<file path="config.mk">
export PLATFORM = sky130hd
export DESIGN_NAME = reg_stage
export DESIGN_NICKNAME = d
export VERILOG_FILES = /design/src/rtl/core_pkg.sv /design/src/rtl/reg_pkg.sv /design/src/rtl/reg_scoreboard.sv /design/src/rtl/reg_stage.sv
export SDC_FILE = /design/constraint.sdc
export NUM_CORES = 1
export LEC_CHECK = 0
export CAP_MARGIN = 20
export CORE_MARGIN = 10
export CORE_UTILIZATION = 33
export DETAILED_ROUTE_END_ITERATION = 16
export PLACE_DENSITY = 0.56
export SYNTH_ARGS = -nofsm -noshare
export SYNTH_HDL_FRONTEND = slang
export SYNTH_SLANG_ARGS = --single-unit
</file>
<file path="constraint.sdc">
create_clock -name clk -period 6.31 [get_ports clk]
set_input_delay 1.893 -clock clk [delete_from_list [all_inputs] [get_ports clk]]
set_output_delay 1.893 -clock clk [all_outputs]
set_load 0.01 [all_outputs]
</file>
<file path="src/rtl/core_pkg.sv">
// Shared pipeline types: register index/immediate widths, ALU opcode and operand-font
// enums, and the control bundle that travels with each instruction to writeback.
package core_pkg;

    localparam int REG_COUNT = 16;

    typedef logic [$clog2(REG_COUNT)-1:0] reg_t;
    typedef logic [31:0]                  imm_t;

    typedef enum logic [3:0] {
        op_none = 4'd0,
        op_add  = 4'd1,
        op_sub  = 4'd2,
        op_and  = 4'd3,
        op_or   = 4'd4,
        op_xor  = 4'd5,
        op_mov  = 4'd6,
        op_sll  = 4'd7,
        op_srl  = 4'd8,
        op_beq  = 4'd9
    } alu_opcode_t;

    // Selects what the ALU uses as its first operand.
    typedef enum logic [1:0] {
        font_reg = 2'd0,
        font_imm = 2'd1,
        font_pc  = 2'd2
    } alu_s1_font_t;

    typedef struct packed {
        logic wb_wr;
        reg_t reg_dst;
        logic pc_branch;
    } alu_fur_sig_t;

endpackage

</file>
<file path="src/rtl/reg_pkg.sv">
// Request/response structs for the register-read stage and the bubble it sends
// toward the ALU when nothing issues.
package reg_pkg;
    import core_pkg::*;

    typedef struct packed {
        logic         valid;
        alu_s1_font_t alu_s1_font;
        alu_opcode_t  alu_opcode;
        reg_t         reg_src_1;
        reg_t         reg_src_2;
        imm_t         imm;
        alu_fur_sig_t fur_sig;
    } dec_to_reg_req_t;

    typedef struct packed {
        logic wr_en;
        reg_t reg_dst;
        imm_t data;
    } wb_to_reg_req_t;

    typedef struct packed {
        alu_s1_font_t alu_s1_font;
        alu_opcode_t  alu_opcode;
        imm_t         src_1;
        imm_t         src_2;
        imm_t         src_3;
        alu_fur_sig_t fur_sig;
    } reg_to_alu_req_t;

    localparam reg_to_alu_req_t REG_BUBBLE = '{
        alu_s1_font: font_reg,
        alu_opcode:  op_none,
        src_1:       '0,
        src_2:       '0,
        src_3:       '0,
        fur_sig:     '0
    };

    // True when an enabled write targets the given index.
    function automatic logic idx_hit(input logic en, input reg_t wr_idx, input reg_t rd_idx);
        return en && (wr_idx == rd_idx);
    endfunction

endpackage

</file>
<file path="src/rtl/reg_scoreboard.sv">
// One pending bit per architectural register; a same-edge set and clear of the
// same index leaves the bit set because the new writer is younger.
module reg_scoreboard
    import core_pkg::*;
#(
    parameter int NUM_REGS = REG_COUNT
) (
    input  logic                clk,
    input  logic                rst,
    input  logic                set_en,
    input  reg_t                set_idx,
    input  logic                clr_en,
    input  reg_t                clr_idx,
    output logic [NUM_REGS-1:0] pend
);

    logic [NUM_REGS-1:0] pend_q;

    always_ff @(posedge clk) begin
        if (rst) begin
            pend_q <= '0;
        end else begin
            for (int i = 0; i < NUM_REGS; i++) begin
                if (set_en && (set_idx == reg_t'(i))) begin
                    pend_q[i] <= 1'b1;
                end else if (clr_en && (clr_idx == reg_t'(i))) begin
                    pend_q[i] <= 1'b0;
                end
            end
        end
    end

    assign pend = pend_q;

endmodule

</file>
<file path="src/rtl/reg_stage.sv">
// Register-read stage: register file, hazard detection against in-flight writers,
// and operand issue to the ALU. Define REG_BYPASS_EN to forward same-cycle writeback data.
module reg_stage
    import core_pkg::*;
    import reg_pkg::*;
#(
    parameter int   NUM_REGS  = REG_COUNT,
    parameter imm_t RESET_VAL = '0
) (
    input  logic            clk,
    input  logic            rst,
    input  dec_to_reg_req_t dec_to_reg_req_i,
    input  wb_to_reg_req_t  wb_to_reg_req_i,
    output logic            reg_stall_o,
    output reg_to_alu_req_t reg_to_alu_req_o
);

    // Handshake: the decoder presents an instruction with valid=1 and must hold it
    // unchanged while reg_stall_o=1; it is consumed in any cycle where valid=1 and
    // reg_stall_o=0. The ALU side has no back-pressure and registers every cycle.

    dec_to_reg_req_t     dec;
    wb_to_reg_req_t      wb;
    imm_t                rf [NUM_REGS];
    logic [NUM_REGS-1:0] pend;

    logic clr1, clr2, clrd;
    logic raw1, raw2, waw;
    logic hazard;
    logic issue;
    imm_t op1, op2;

    assign dec = dec_to_reg_req_i;
    assign wb  = wb_to_reg_req_i;

`ifdef REG_BYPASS_EN
    assign clr1 = idx_hit(wb.wr_en, wb.reg_dst, dec.reg_src_1);
    assign clr2 = idx_hit(wb.wr_en, wb.reg_dst, dec.reg_src_2);
    assign clrd = idx_hit(wb.wr_en, wb.reg_dst, dec.fur_sig.reg_dst);
`else
    assign clr1 = 1'b0;
    assign clr2 = 1'b0;
    assign clrd = 1'b0;
`endif

    // Sources are checked even when the opcode ignores them, keeping the check opcode-agnostic.
    assign raw1   = pend[dec.reg_src_1] & ~clr1;
    assign raw2   = pend[dec.reg_src_2] & ~clr2;
    assign waw    = dec.fur_sig.wb_wr & pend[dec.fur_sig.reg_dst] & ~clrd;
    assign hazard = raw1 | raw2 | waw;

    assign reg_stall_o = ~rst & dec.valid & hazard;
    assign issue       = ~rst & dec.valid & ~hazard;

    always_comb begin
        op1 = rf[dec.reg_src_1];
        op2 = rf[dec.reg_src_2];
`ifdef REG_BYPASS_EN
        if (clr1) begin
            op1 = wb.data;
        end
        if (clr2) begin
            op2 = wb.data;
        end
`endif
    end

    always_comb begin
        reg_to_alu_req_o = REG_BUBBLE;
        if (issue) begin
            reg_to_alu_req_o.alu_s1_font = dec.alu_s1_font;
            reg_to_alu_req_o.alu_opcode  = dec.alu_opcode;
            reg_to_alu_req_o.src_1       = op1;
            reg_to_alu_req_o.src_2       = op2;
            reg_to_alu_req_o.src_3       = dec.imm;
            reg_to_alu_req_o.fur_sig     = dec.fur_sig;
        end
    end

    // Writebacks seen while rst is high are dropped by the reset branch.
    always_ff @(posedge clk) begin
        if (rst) begin
            for (int i = 0; i < NUM_REGS; i++) begin
                rf[i] <= RESET_VAL;
            end
        end else if (wb.wr_en) begin
            rf[wb.reg_dst] <= wb.data;
        end
    end

    reg_scoreboard #(
        .NUM_REGS (NUM_REGS)
    ) u_scoreboard (
        .clk     (clk),
        .rst     (rst),
        .set_en  (issue & dec.fur_sig.wb_wr),
        .set_idx (dec.fur_sig.reg_dst),
        .clr_en  (wb.wr_en),
        .clr_idx (wb.reg_dst),
        .pend    (pend)
    );

endmodule

</file>
==> results of run 1 <==
[layout make-up]
cell class                      count  share of cell area (%)
Antenna cell                        3                  0.0219
Clock buffer                       73                    4.76
Timing Repair Buffer              299                    8.68
Tap cell                         1144                    4.17
Multi-Input combinational cell   1079                    35.5
Sequential cell                   528                    45.7
Clock inverter                     31                   0.937
Inverter                           17                   0.186
[cell usage in the layout, fill, tap and decap left out, drive strengths merged, types with 5 or more instances in the layout]
cell | Yosys | layout
a21oi | 13 | 13
a31oi | 5 | 5
a32o | 17 | 17
and2 | 620 | 620
buf | 41 | 105
bufinv | 0 | 6
clkbuf | 135 | 75
clkdlybuf4s50 | 0 | 86
clkinv | 0 | 20
dfxtp | 16 | 16
dlygate4sd2 | 0 | 95
dlymetal6s2s | 0 | 10
edfxtp | 512 | 512
inv | 17 | 18
mux2i | 22 | 22
mux4 | 320 | 320
nand2 | 10 | 10
nand3 | 5 | 5
nor2 | 22 | 22
nor2b | 5 | 5
nor3 | 10 | 10
nor4 | 5 | 5
[repair_timing]
action	CTS	global route
setup endpoints to repair	107	12
endpoints found under the hold margin	0	0
cloned	0	1
pin swaps	3	1
setup buffers	1	2
resized for setup	100	12
[kinds of logic (layout without fill, tap and decap cells)]
logic type             after synthesis  in the layout
buffers and inverters              193            420
AO/OA/AOI/OAI                       40             40
multiplexers                       344            344
flip-flops                         528            528
AND/OR/NAND/NOR                    695            695
other                                0              3
[worst min-delay path by stage]
| stage | startpoint | endpoint | cells past startpoint |
|---|---|---|---|
| floorplan | u_scoreboard.pend[4] | u_scoreboard.pend[4] | 1 |
| finish | u_scoreboard.pend[5] | u_scoreboard.pend[5] | 1 |
| global placement | u_scoreboard.pend[1] | u_scoreboard.pend[1] | 1 |
| detailed placement | u_scoreboard.pend[1] | u_scoreboard.pend[1] | 1 |
| global route | u_scoreboard.pend[5] | u_scoreboard.pend[5] | 1 |
| CTS | u_scoreboard.pend[3] | u_scoreboard.pend[3] | 1 |
[layer usage]
layer  wire, µm  vias up  global-route usage [%]
met3       7600      153                    3.88
li1           -     7294                       -
met5         71        -                       0
met1      37700     9170                    24.5
met4       2530       12                    5.25
met2      45800      808                    31.2
[registers in the layout (all words and copies together) (netlist names)]
name,count
rf,512
u_scoreboard.pend,16
[metrics by stage]
stage / hold WS (ns) / cell area, µm² / setup TNS, ns / util (%)
finish: 0.563 / 34300 / 0 / 40.2
global route: 0.588 / 34300 / -0.0766 / 40.2
CTS: 0.557 / 34200 / -0.153 / 40.1
detailed placement: 0.526 / 32400 / -14.12 / 37.9
global placement: 0.542 / 32400 / -7.64 / 37.9
floorplan: 0.479 / 28500 / 0 / -
[power by group]
group / switching [mW] / leakage (nW) / total, mW / internal, mW
combinational: 0.569 / 6.21 / 1.13 / 0.565
sequential: 0.0940 / 5.03 / 4.15 / 4.05
clock: 1.44 / 0.946 / 3.51 / 2.07
total: 2.10 / 12.2 / 8.78 / 6.68
==> impl_metrics.yaml, run 1 <==
drt:
  wl_per_cell_um: 29.5
  drtAntennaViolNets: 0
  routed_wl_um: 93700
  drc: 0
  drtIter0Drc: 1744
  dr_total_vias: 17437
  first_pass_iters: 5
  post_drt_via_cell_ratio: 5.49
clocking:
  ctsLongestPathBuffers: 3
  path_clk_slew_ns: 0.06
  cts_tree: "yes"
  h-tree-depth: 2
  clk_latency_ns: 0.61
  cts_root_buf: "clkbuf_16"
  numCtsBuffers: 56
  ctsHoldBuffers: 0
  cts.sinks: 528
die:
  core_mm2: 0.0854
  rows: 107
  ios: 201
  initial_utilization_pct: 33.4
  dieWidth_um: 314
  die_area_mm2: 0.0986
  die_height_um: 314
synth:
  synthArstFlopShare_pct: 0
  yosysTopAreaCell: "edfxtp_1"
  synth_edf_count: 512
  synth_nets: 1892
  synth_most_common_cell: "and2_1"
  ys_seq_elements: 528
  synth_fa_ha_area_share_pct: 0
  synth_flop_cell: "edfxtp_1"
  synth_cell_types: 34
  postSynthCellCount: 1800
  synthTopCellsByArea: "edfxtp_1 (54%), mux4_2 (25%), and2_1 (14%)"
  synth_simple_gate_area_share_pct: 15.0
  synth-seq-area-share_pct: 55.0
  yosys_warnings: 0
  synth-compound-area-share_pct: 1.07
  synth.cell_area_mm2: 0.0285
  synth_top_area_share_pct: 53.9
  synth.avg_cell_area_um2: 15.8
  synthMuxAreaShare_pct: 26.1
  synth_common_cells: "and2_1 (620), edfxtp_1 (512), mux4_2 (320)"
  synth_top_family_by_area: "multiplexers"
  synth_xor_xnor_area_share_pct: 0
final_layout:
  seq_area_mm2: 0.0157
  drive_gt1_share_pct: 27.2
  multi_input_area_mm2: 0.0122
  syn2layout_area_growth_pct: 20.3
  fillers: 7905
  final_nets: 2073
  fin_cells: 3174
power_and_ir_drop:
  power_density_mw_per_mm2: 256
  power.leakage_nw: 12.2
  peakVddDrop_mv: 0.227
  power_mw: 8.78
timing:
  setup_viol: 0
  relSlewSlack_pct: 29.5
  skew_ns: 0.00515
  maxSlewViolCount: 0
  finalHoldViolCount: 0
  max_freq_mhz: 159
  fin_crit_ns: 6.28
  rsz0062_at_grt: "yes"
  worst_slew_pin_slew_ns: 1.05
  setup_ws_ns: 0.0302
  fin_crit_sh_pct: 99.5
critical_path:
  crit_top_cell: "clkdlybuf4s50_1"
  critical_path.startpoint: "dec_to_reg_req_i[1]"
  reg2reg_from: "u_scoreboard.pend[8]"
  critPathTopFamily: "buffers and inverters"
  crit_slowest_cell: "clkdlybuf4s50_1"
  critPathLaunchType: "input port"
  path_max_fanout: 13
  crit_type: "in -> out"
  crit_buf_inv: 5
  cp-endpoint: "reg_to_alu_req_o[63]"
  reg2reg_setup_slack_ns: 3.82
  worstRegToRegCells: 9
  required_ns: 4.42
  crit_path_cell_trace: "clkdlybuf4s50_1 > buf_12 > mux2i_1 > a22oi_1 > nand4b_1 > a31oi_2 > nor4_4 > buf_4 > buf_6 > and2_1 > clkdlybuf4s50_1"
  crit_path_end_kind: "primary output"
  cp_num_cells: 11
  max_stage_delay_ns: 0.54
  crit_arrival_ns: 4.39
  r2r-end: "u_scoreboard.pend[6]"
global_routing:
  grt_overflow: 0
  grt_max_degree: 56
  grt_use_total_pct: 18.7
  antenna_found_initial: 15
  grt_pass1_wl_um: 134000
  grt_pass1_vias: 18233
place:
  gp_congestion: 0.841
  place.port_buffers: 200
  dp_hpwl_um: 57000
  dp_cells: 3063
  post-place-ws_ns: -0.210
hold_path:
  holdCritPathClass: "reg -> reg"
run:
  maxCapViolations: 0
outcome:
  status: "completed"
Power figures use the tool's default switching activity.
==> run 2, diff against run 1 <==
--- a/config.mk
+++ b/config.mk
@@ -6,10 +6,12 @@
 export NUM_CORES = 1
 export LEC_CHECK = 0
 export CAP_MARGIN = 20
+export CORE_ASPECT_RATIO = 0.5
 export CORE_MARGIN = 10
 export CORE_UTILIZATION = 33
 export DETAILED_ROUTE_END_ITERATION = 16
 export PLACE_DENSITY = 0.56
+export SETUP_SLACK_MARGIN = 0.02
 export SYNTH_ARGS = -nofsm -noshare
 export SYNTH_HDL_FRONTEND = slang
 export SYNTH_SLANG_ARGS = --single-unit
==> run 2 against run 1 <==
Against the previous run:
- highest routed layer is now met4
- register-to-register slack better by 0.17 ns
- die area is 0.72% higher
- combinational power hardly changed
- flip-flop and latch count stayed put
- sequential power hardly changed
- clock skew is 0.0038 ns higher
- clock power is 13% lower
- total power is 5.2% lower
- largest cell class unchanged
==> impl_metrics.yaml, run 2 (same netlist as run 1, synthesis figures left out) <==
critical_path:
  critPathLaunchType: "input port"
  crit_path_end_kind: "primary output"
  path_max_fanout: 5
  crit_type: "in -> out"
  crit_buf_inv: 3
  max_stage_delay_ns: 0.57
  crit_slowest_cell: "clkdlybuf4s50_1"
  crit_path_cell_trace: "buf_4 > mux2_2 > a32o_1 > nor4_2 > nand3_1 > nor4_4 > buf_12 > and2_1 > clkdlybuf4s50_1"
  crit_arrival_ns: 4.34
  critPathTopFamily: "simple AND/OR/NAND/NOR gates"
  required_ns: 4.42
drt:
  wl_per_cell_um: 28.9
  drtAntennaViolNets: 0
  post_drt_via_cell_ratio: 5.44
  drtIter0Drc: 1917
  routed_wl_um: 92500
  drc: 0
  first_pass_iters: 5
  dr_total_vias: 17384
power_and_ir_drop:
  p_seq_share_pct: 49.8
  power.leakage_nw: 12.0
  peakVddDrop_mv: 0.191
  comb_power_share_pct: 13.5
  p_sw_share_pct: 24.9
  power_density_mw_per_mm2: 245
  switchingPower_mw: 2.07
  pwr-share-clk_pct: 36.7
  p_int_mw: 6.26
place:
  gp_congestion: 0.825
  dp_cells: 3093
  place.port_buffers: 200
  dp_hpwl_um: 57700
die:
  dieWidth_um: 436
  die_height_um: 228
  rows: 76
  ios: 201
  die_area_mm2: 0.0993
  initial_utilization_pct: 33.2
  core_mm2: 0.0859
timing:
  max_freq_mhz: 160
  whs_ns: 0.575
  fin_crit_ns: 6.23
  skew_ns: 0.00893
  relSlewSlack_pct: 33.0
  finalSetupTns_ns: 0
  worst_slew_pin_slew_ns: 1.00
  finalHoldViolCount: 0
  setup_viol: 0
  rsz0062_at_grt: "no"
  fin_crit_sh_pct: 98.8
  maxSlewViolCount: 0
final_layout:
  regMostFlops: "rf"
  largest_reg_flops: 512
  fin_cells: 3198
  utilization_pct: 39.5
  final_nets: 2075
  syn2layout_area_growth_pct: 18.9
  layout_common_cells: "and2_1 (620), edfxtp_1 (512), mux4_2 (320), clkdlybuf4s50_1 (84), buf_4 (82)"
  final_common_cell: "and2_1"
  drive_gt1_share_pct: 27.7
hold_path:
  holdCritPathClass: "reg -> reg"
global_routing:
  grt_overflow: 0
  grt_pass1_vias: 17830
  grt_max_degree: 80
  antenna_found_initial: 8
  grt_use_total_pct: 18.0
  grt_pass1_wl_um: 132000
clocking:
  ctsLongestPathBuffers: 3
  path_clk_slew_ns: 0.06
  cts_tree: "yes"
  h-tree-depth: 2
  numCtsBuffers: 53
  clk_latency_ns: 0.63
  cts_root_buf: "clkbuf_16"
  cts.sinks: 528
  ctsHoldBuffers: 0
run:
  maxCapViolations: 0
outcome:
  status: "completed"
==> run 2: changes by cell type in the layout (fill, tap and decap cells not counted), moves of 6 or more <==
| cell | before | now |
|---|---|---|
| dlygate4sd2_1 | 95 | 68 |
| clkbuf_16 | 63 | 53 |
| clkbuf_1 | 8 | 14 |
| buf_4 | 72 | 82 |
| clkbuf_2 | 0 | 24 |
==> run 2: area by class of cell <==
type,count,area [µm²]
Antenna cell,6,15.0
Clock buffer,68,1390
Clock inverter,26,215
Fill cell,7854,51900
Inverter,17,63.8
Multi-Input combinational cell,1079,12200
Sequential cell,528,15700
Tap cell,1170,1460
Timing Repair Buffer,304,2900
==> run 2: power by group through the flow <==
| stage | combinational, mW | clock [mW] | sequential [mW] |
|---|---|---|---|
| after global placement | 1.16 | 0 | 4.20 |
| after global routing | 1.18 | 3.23 | 4.17 |
| after detailed placement | 1.16 | 0 | 4.22 |
| after CTS | 1.14 | 3.10 | 4.15 |
| after floorplan | 0.675 | 0 | 4.18 |
| final | 1.13 | 3.05 | 4.15 |
==> run 2: layer usage <==
layer	vias to the layer above	wire, µm	global-route usage [%]
met3	116	6440	2.64
met2	706	45800	30.6
met5	-	0	0
met1	9241	38400	24.2
met4	0	1900	4.27
li1	7321	-	-
==> run 2: worst paths after layout <==
check | cells past startpoint | end | start | slack, ns
worst max-delay path | 9 | reg_to_alu_req_o[39] | dec_to_reg_req_i[40] | 0.08
worst min register to register | 1 | u_scoreboard.pend[2] | u_scoreboard.pend[2] | 0.58
worst min-delay path | 1 | u_scoreboard.pend[2] | u_scoreboard.pend[2] | 0.58
worst max register to register | 8 | u_scoreboard.pend[0] | u_scoreboard.pend[10] | 3.99
==> run 2: timing repair <==
action	in CTS	in global routing
buffers inserted	2	3
setup endpoints to repair	105	15
cloned	0	0
pin swaps	2	2
resized for setup	97	66
==> run 2: metrics by stage <==
step / area (µm²) / worst slack [ns] / power (mW)
2_1_floorplan: 28500 / 0.346 / 4.86
3_3_place_gp: 32400 / -0.0774 / 5.37
3_5_place_dp: 32400 / -0.0634 / 5.38
4_1_cts: 33900 / 0.0224 / 8.38
5_1_grt: 33900 / 0.0165 / 8.58
6_report: 33900 / 0.0766 / 8.33
